--- src/rtl/boot_word_receiver.sv ---
`default_nettype none
// ============================================================================
// Module      : boot_word_receiver
// Description : Two-wire serial bootloader front end. Synchronises an
//               externally clocked bit stream, assembles MSB-first words and
//               presents each with a sequential write address and a
//               one-cycle ready strobe for instruction-memory loading.
// Revision    : 1.0 - initial release
// ============================================================================
module boot_word_receiver #(
    parameter int WORD_BITS      = 32,
    parameter int ADDR_BITS      = 12,
    parameter int TIMEOUT_CYCLES = 50000
) (
    input  logic                 clk,
    input  logic                 reset,
    input  logic                 dataOnPin,
    input  logic                 dataPin,
    output logic                 ready,
    output logic [WORD_BITS-1:0] out,
    output logic [ADDR_BITS-1:0] addr,
    output logic                 busy,
    output logic                 frame_err
);

    localparam int CNT_W = $clog2(WORD_BITS + 1);
    localparam int TO_W  = $clog2(TIMEOUT_CYCLES + 1);
    localparam logic [CNT_W-1:0] C_LAST_BIT = CNT_W'(WORD_BITS - 1);
    localparam logic [TO_W-1:0]  C_TO_LAST  = TO_W'(TIMEOUT_CYCLES - 1);

    typedef enum logic [1:0] {
        S_IDLE  = 2'd0,
        S_SHIFT = 2'd1,
        S_EMIT  = 2'd2
    } state_t;

    logic                 on_meta_q, on_sync_q, on_prev_q;
    logic                 dat_meta_q, dat_sync_q;
    state_t               state_q, state_d;
    logic [CNT_W-1:0]     cnt_q, cnt_d;
    logic [TO_W-1:0]      to_q, to_d;
    logic [WORD_BITS-1:0] shreg_q, shreg_d;
    logic [WORD_BITS-1:0] out_q, out_d;
    logic [ADDR_BITS-1:0] addr_q;
    logic                 ready_q, ready_d;
    logic                 ferr_q, ferr_d;
    logic                 busy_q, busy_d;

    logic                 w_edge;
    logic                 w_bit;
    logic [WORD_BITS-1:0] w_shift;
    logic [WORD_BITS-1:0] w_first;

    // Two-flop synchronisers for both pins plus a history flop for edge detect
    always_ff @(posedge clk or posedge reset) begin
        if (reset) begin
            on_meta_q  <= 1'b0;
            on_sync_q  <= 1'b0;
            on_prev_q  <= 1'b0;
            dat_meta_q <= 1'b0;
            dat_sync_q <= 1'b0;
        end else begin
            on_meta_q  <= dataOnPin;
            on_sync_q  <= on_meta_q;
            on_prev_q  <= on_sync_q;
            dat_meta_q <= dataPin;
            dat_sync_q <= dat_meta_q;
        end
    end

    assign w_edge  = on_sync_q & ~on_prev_q;
    assign w_bit   = dat_sync_q;
    assign w_shift = {shreg_q[WORD_BITS-2:0], w_bit};
    assign w_first = {{(WORD_BITS-1){1'b0}}, w_bit};

    // Next-state logic: word assembly, emit handoff and mid-word timeout
    always_comb begin
        state_d = state_q;
        cnt_d   = cnt_q;
        to_d    = to_q;
        shreg_d = shreg_q;
        out_d   = out_q;
        ready_d = 1'b0;
        ferr_d  = 1'b0;
        case (state_q)
            S_IDLE: begin
                if (w_edge) begin
                    shreg_d = w_first;
                    cnt_d   = CNT_W'(1);
                    to_d    = '0;
                    state_d = S_SHIFT;
                end
            end
            S_SHIFT: begin
                if (w_edge) begin
                    shreg_d = w_shift;
                    cnt_d   = cnt_q + CNT_W'(1);
                    to_d    = '0;
                    if (cnt_q == C_LAST_BIT) begin
                        // Word complete: out/ready are valid during the EMIT cycle
                        out_d   = w_shift;
                        ready_d = 1'b1;
                        state_d = S_EMIT;
                    end
                end else if (to_q == C_TO_LAST) begin
                    cnt_d   = '0;
                    shreg_d = '0;
                    to_d    = '0;
                    ferr_d  = 1'b1;
                    state_d = S_IDLE;
                end else begin
                    to_d = to_q + TO_W'(1);
                end
            end
            S_EMIT: begin
                // A bit arriving here starts the next word rather than being lost
                if (w_edge) begin
                    shreg_d = w_first;
                    cnt_d   = CNT_W'(1);
                    to_d    = '0;
                    state_d = S_SHIFT;
                end else begin
                    cnt_d   = '0;
                    state_d = S_IDLE;
                end
            end
            default: begin
                cnt_d   = '0;
                state_d = S_IDLE;
            end
        endcase
        busy_d = (cnt_d != '0);
    end

    // State and datapath registers
    always_ff @(posedge clk or posedge reset) begin
        if (reset) begin
            state_q <= S_IDLE;
            cnt_q   <= '0;
            to_q    <= '0;
            shreg_q <= '0;
            out_q   <= '0;
            ready_q <= 1'b0;
            ferr_q  <= 1'b0;
            busy_q  <= 1'b0;
        end else begin
            state_q <= state_d;
            cnt_q   <= cnt_d;
            to_q    <= to_d;
            shreg_q <= shreg_d;
            out_q   <= out_d;
            ready_q <= ready_d;
            ferr_q  <= ferr_d;
            busy_q  <= busy_d;
        end
    end

    // Address advances the cycle after ready so addr names the word being emitted
    always_ff @(posedge clk or posedge reset) begin
        if (reset) begin
            addr_q <= '0;
        end else if (ready_q) begin
            addr_q <= addr_q + ADDR_BITS'(1);
        end
    end

    assign ready     = ready_q;
    assign out       = out_q;
    assign addr      = addr_q;
    assign busy      = busy_q;
    assign frame_err = ferr_q;

endmodule
`default_nettype wire
--- config.mk ---
export PLATFORM = sky130hd
export DESIGN_NAME = boot_word_receiver
export DESIGN_NICKNAME = d
export VERILOG_FILES = /design/src/rtl/boot_word_receiver.sv
export SDC_FILE = /design/constraint.sdc
export NUM_CORES = 1
export LEC_CHECK = 0
export CORE_UTILIZATION = 50
export CTS_CLUSTER_DIAMETER = 80
export DETAILED_ROUTE_END_ITERATION = 8
export GPL_TIMING_DRIVEN = 0
export PLACE_DENSITY_LB_ADDON = 0.25
export SLEW_MARGIN = 40
export SYNTH_ARGS = -nofsm -noshare
export SYNTH_HDL_FRONTEND = slang
export SYNTH_SLANG_ARGS = --single-unit
--- constraint.sdc ---
create_clock -name clk -period 3.3 [get_ports clk]
set_input_delay 0.495 -clock clk [delete_from_list [all_inputs] [get_ports clk]]
set_output_delay 0.495 -clock clk [all_outputs]
set_load 0.05 [all_outputs]
After elaboration in Yosys (flattened, before gate mapping)
Index checks and enable logic that the tools add are counted.

storage, ports and cells
  input bits = 4
  register bits after elaboration = 107
  output and inout bits = 47
  logic and storage cells = 60

cells by class
  bitwise gates (word level) = 2
  add/sub/neg operators = 3
  multiplexer cells = 25
  equal/unequal tests = 8
  reduce and logical (&&, ||, !) cells = 8

operator list
  kind                                                             number
  31-bit 2-to-1 mux                                                3
  31-bit one-hot mux with 2 select lines                           1
  16-bit 2-to-1 mux                                                3
  16-bit one-hot mux with 2 select lines                           1
  6-bit 2-to-1 mux                                                 3
  6-bit one-hot mux with 3 select lines                            1
  16-bit by 1-bit adder with 16-bit output, second input constant  1
  16-bit == test, second input constant                            1
  12-bit by 1-bit adder with 12-bit output, second input constant  1
  3-bit AND reduction                                              3
  1-bit 2-to-1 mux                                                 8
  2-bit 2-to-1 mux                                                 4
  6-bit by 1-bit adder with 6-bit output, second input constant    1
  6-bit by 5-bit == test with 1-bit output, second input constant  1
  3-bit != test, second input constant                             2
  2-bit one-hot mux with 3 select lines                            1
  6-bit nonzero test                                               1
  2-bit by 1-bit == test with 1-bit output, second input constant  1
  2-bit == test, second input constant                             1
  2-bit logical NOT                                                1
  2-bit by 1-bit != test with 1-bit output, second input constant  1
  2-bit != test, second input constant                             1
  2-bit AND reduction                                              1
  2-bit nonzero test                                               1
  3 further kinds                                                  3

Longest topological paths before layout
  depth in word-level cells = 5
  depth in mapped cells = 8
  gate-level depth less buffers = 7

Worst setup path after synthesis
Ideal clock, no wire load.

  path type = reg2reg
  start point = register to_q[0]
  end point = register busy_q, in the netlist busy
  data arrival time = 1902 ps
  data required time = 3161 ps
  stages on the path, launching flop included = 8
  buffers on the path = 0
  setup slack = 1259 ps
  library setup time = 139 ps
  clock period less this slack = 2041 ps
  path through = dfrtp_1 > ha_1 > and3_1 > and4_4 > nor2_2 > o311a_4 > o21bai_1 > or4_1

on the way
  cells in the longest elaborated chain, start to end = 5

RTL lines
  item                                   RTL line  RTL
  start, declared                        41        logic [TO_W-1:0] to_q, to_d;
  start signal, assigned                 149       to_q <= to_d;
  16-bit == test                         105       end else if (to_q == C_TO_LAST) begin
  6-bit 2-to-1 mux                       105
  6-bit 2-to-1 mux                       95        if (w_edge) begin
  6-bit one-hot mux with 3 select lines  85        case (state_q)
  net cnt_d[0]                           40        logic [CNT_W-1:0] cnt_q, cnt_d;
  6-bit nonzero test                     132       busy_d = (cnt_d != '0);
  net busy_d                             47        logic busy_q, busy_d;
  end signal, assigned                   154       busy_q <= busy_d;
  end, declared                          47

The timed path passes the listed nets, and every way through them passes these cells.
A chain may end at the register's enable or synchronous reset.

Worst setup path after layout
  start point = register to_q[0]
  end point = register shreg_q[5]

on the way
  cells in the longest elaborated chain, start to end = 3

RTL lines
  item                                  RTL line  RTL
  16-bit == test                        105
  3-bit != test (no source line)        -
  3-bit AND reduction (no source line)  -
  end signal, assigned                  150       shreg_q <= shreg_d;
  end, declared                         42        logic [WORD_BITS-1:0] shreg_q, shreg_d;

Every way passes these cells.

==> impl_metrics.csv <==
group,metric,value,unit
status,status,"complete, no violations",
grt,antenna_found_initial,0,
setup_path,timing_worst_setup_path_type,"reg2reg",
routing,via_per_inst,5.415,
yosys,yosysSeqAreaShare,59.69,%
clock_network,tritoncts,"done",
timing,rsz0062_at_grt,"no",
routing,vias,3119,
clock_network,total_of_cells_resized_after_clock_tree_synthesis,0,
yosys,yosysWarningCount,0,
setup_path,path_max_fanout,10,
clock_network,cts.root.buffer_cell,"sky130_fd_sc_hd__clkbuf_8",
routing,detail_route.wirelength,8.132,mm
grt,gr-total-overflow,0,
timing,hold_viol,0,
grt,first_global_vias,3083,
timing,final.setup_skew,14.49,ps
worst_hold_path,number_of_instances_on_the_worst_hold_path,0,
floorplan,design.portCount,51,
yosys,netlist_instances,399,
timing,slew_violations,0,
floorplan,rows,34,
finish,layout.core_utilization,61.82,%
setup_path,worst_r2r_endpoint,"shreg_q[5]",
worst_hold_path,hold_class,"reg2reg",
timing,fin_crit_sh,70.47,%
timing,setup_viol,0,
routing,drt_iter0_drc,116,
timing,setup-tns-final,0,ps
flow_run,max_cap_violations,0,
yosys,top_cell_type_by_total_area_after_synthesis,"sky130_fd_sc_hd__dfrtp_1",
setup_path,worstReg2RegStart,"to_q[0]",
finish,design.final.nets,471,
finish,n_antenna_cell,0,
grt,grt_max_degree,27,
placed_design,placed_insts,561,
placed_design,buffer_ports.inserted,50,
worst_hold_path,hold_end,"dat_sync_q",
yosys,synth_area_leaders,"sky130_fd_sc_hd__dfrtp_1, sky130_fd_sc_hd__mux2_2, sky130_fd_sc_hd__o21ai_0",
yosys,share_of_the_synthesized_area_in_the_top_cell_type,59.69,%
yosys,ys_async_sr_fraction,100.0,%
setup_path,path_cells,"ha_1, and3_1, and4_4, a21oi_1, a21oi_2, clkbuf_1, o21ai_0",
clock_network,htree_num_levels,3,
clock_network,postCtsSetupBuffers,0,
routing,total_iterations_of_the_first_detailed_routing_run,4,
routing,drt.antenna.violating_nets,0,
clock_network,latest_clock_arrival_within_the_worst_skew_pair,370,ps
setup_path,worstSetupStartpointType,"register",
floorplan,starting_utilization_of_the_core_area,51.43,%
floorplan,area_of_the_core,0.008721,sq mm
clock_network,clkTransAtPathRegs,100,ps
clock_network,cts-root-to-sink-buffers,2,
clock_network,holdBufCountCts,0,
grt,grt_util_all_layers,18.96,%
timing,clock.fmax,0.4300,GHz
floorplan,die_area,0.009354,sq mm
setup_path,timing.critical_path.slowest_cell_delay,410,ps
yosys,mappedNetlistArea,0.004486,sq mm
routing,detail_route.drc_violations,0,
floorplan,fp.dieW,96.72,microns
worst_hold_path,holdCritStartpoint,"dat_meta_q",
setup_path,critPathArrivalTime,2560,ps
placed_design,dp_hpwl,5.709,mm
timing,slew-limit-headroom,50.26,%
finish,drive_above_1_share,15.60,%
floorplan,floorplan.die.height,96.72,microns
routing,avgRoutedWirePerCell,14.12,microns
grt,grt_pass1_wl,14.55,mm
yosys,synth_area_per_cell,11.24,sq um
finish,area.growth.synth_to_final,20.20,%
setup_path,r2r_cells,7,
setup_path,timing.critical_path.to_type,"register",
yosys,number_of_synthesized_flops_with_an_enable_pin,0,
placed_design,gpl.final_weighted_congestion,0.7949,
setup_path,setup.reg_to_reg.worst_slack,970,ps
yosys,synth.net_count,406,
yosys,post_synthesis_cell_type_count,41,
power,p_leak,0.002425,uW
timing,finalWorstPathRequiredPeriod,2325,ps
power,power_density_over_cell_area,439.8,mW/mm^2
setup_path,critical_path_s_slowest_cell,"sky130_fd_sc_hd__dfrtp_1",
power,vdd_drop_max,0.0002348,V
finish,fill_cells,705,
clock_network,numCtsBuffers,9,
clock_network,number_of_clock_sinks,107,
yosys,yosys_register_bits,107,
setup_path,cp.required,3530,ps
finish,layoutNonFillerInstCount,576,
yosys,postSynth.topFlopCell,"sky130_fd_sc_hd__dfrtp_1",
timing,tightest_slew,739.9,ps
-- where the power goes --
group | total, uW | switching (uW) | internal [uW]
registers | 1390 | 37.5 | 1350
logic | 227 | 144 | 83.2
clock network | 754 | 467 | 287
total | 2370 | 648 | 1720
-- per-layer routing --
layer | vias to the layer above | track usage, % | wire length (microns)
met3 | 8 | 3.396 | 279
met5 | - | 0 | 0
met2 | 74 | 29.63 | 3812
li1 | 1501 | - | -
met1 | 1536 | 26.84 | 3937
met4 | 0 | 6.544 | 102
-- critical path, delay by kind of cell (launching register included) --
family,cells,cell delay [ps]
AOI/OAI and AO/OA,3,690
and+or+nand+nor,2,520
adders and majority gates,1,210
buffers and inverters,1,380
DFF,1,410
-- cells in the final DEF (no fill, tap or decap), drive strengths merged, types with 9 or more instances in the layout --
cell	netlist	layout
nand3	46	46
mux2	33	33
dfrtp	107	107
buf	11	15
clkbuf	7	16
xor2	9	9
o21ai	48	48
inv	36	39
nand2	14	14
nor2	22	22
xnor2	11	11
clkdlybuf4s50	0	50
-- Yosys cell counts, types with 2 or more instances --
cell and count:
sky130_fd_sc_hd__mux2_2 33, sky130_fd_sc_hd__nand2_1 14, sky130_fd_sc_hd__xnor2_1 11, sky130_fd_sc_hd__and3_1 5, sky130_fd_sc_hd__o21ai_0 48, sky130_fd_sc_hd__xor2_1 9
sky130_fd_sc_hd__clkbuf_1 7, sky130_fd_sc_hd__o31ai_1 4, sky130_fd_sc_hd__ha_1 3, sky130_fd_sc_hd__a22oi_1 4, sky130_fd_sc_hd__nand3_1 46, sky130_fd_sc_hd__inv_1 36
sky130_fd_sc_hd__a21oi_1 5, sky130_fd_sc_hd__nor2_1 21, sky130_fd_sc_hd__buf_2 10, sky130_fd_sc_hd__nor2b_1 3, sky130_fd_sc_hd__nand4_1 3, sky130_fd_sc_hd__dfrtp_1 107
sky130_fd_sc_hd__nor3_1 2, sky130_fd_sc_hd__and4bb_1 2, sky130_fd_sc_hd__o21bai_1 2, sky130_fd_sc_hd__nand2b_1 5
-- state kept, by name, indices dropped and copies added, names as in the netlist --
name,count
addr,12
on_prev_q,1
to_q,16
ready,1
state_q,2
out,32
frame_err,1
dat_sync_q,1
dat_meta_q,1
busy,1
on_meta_q,1
shreg_q,31
on_sync_q,1
cnt_q,6
-- area by class of cell --
| class | instances | area (sq um) | share of cell area (%) |
|---|---|---|---|
| plain buffers | 18 | 83.83 | 1.555 |
| clock buffers | 9 | 123.9 | 2.298 |
| clock inverters | 6 | 55.05 | 1.021 |
| inverters | 36 | 138.9 | 2.576 |
| multi-input cells | 238 | 1589 | 29.47 |
| flip-flops and latches | 107 | 2678 | 49.66 |
| well taps | 108 | 135.1 | 2.506 |
| repair buffers | 54 | 588.1 | 10.91 |
-- cell families after synthesis --
logic type	count (synthesis)	synth area share [%]
AND/OR/NAND/NOR	112	13.25
flip-flops	107	59.69
AO/OA/AOI/OAI	70	9.149
buffers and inverters	54	4.882
multiplexers	33	8.285
XOR/XNOR	20	3.905
adder cells (fa/ha/maj)	3	0.8369
-- through the flow --
| step | hold WS (ps) | power (uW) | setup WS (ps) | area [sq um] |
|---|---|---|---|---|
| finish | 361.2 | 2371 | 974.6 | 5391 |
| global route | 380.6 | 2482 | 720.1 | 5391 |
| CTS | 363.9 | 2401 | 949.7 | 5391 |
| detailed placement | 340.1 | 1642 | 975.0 | 5213 |
| global placement | 336.3 | 1622 | 484.5 | 5125 |
| floorplan | 331.2 | 1569 | 1259 | 4489 |
-- how the worst max path moves through the flow --
stage	startpoint	endpoint	cells after the start
after floorplan	to_q[0]	busy	7
after global placement	reset	out[8]	2
after detailed placement	to_q[0]	shreg_q[4]	7
after CTS	cnt_q[1]	out[4]	5
after global routing	to_q[0]	shreg_q[5]	7
final	to_q[0]	shreg_q[5]	7
No activity file was read; power rests on OpenSTA's default activity.
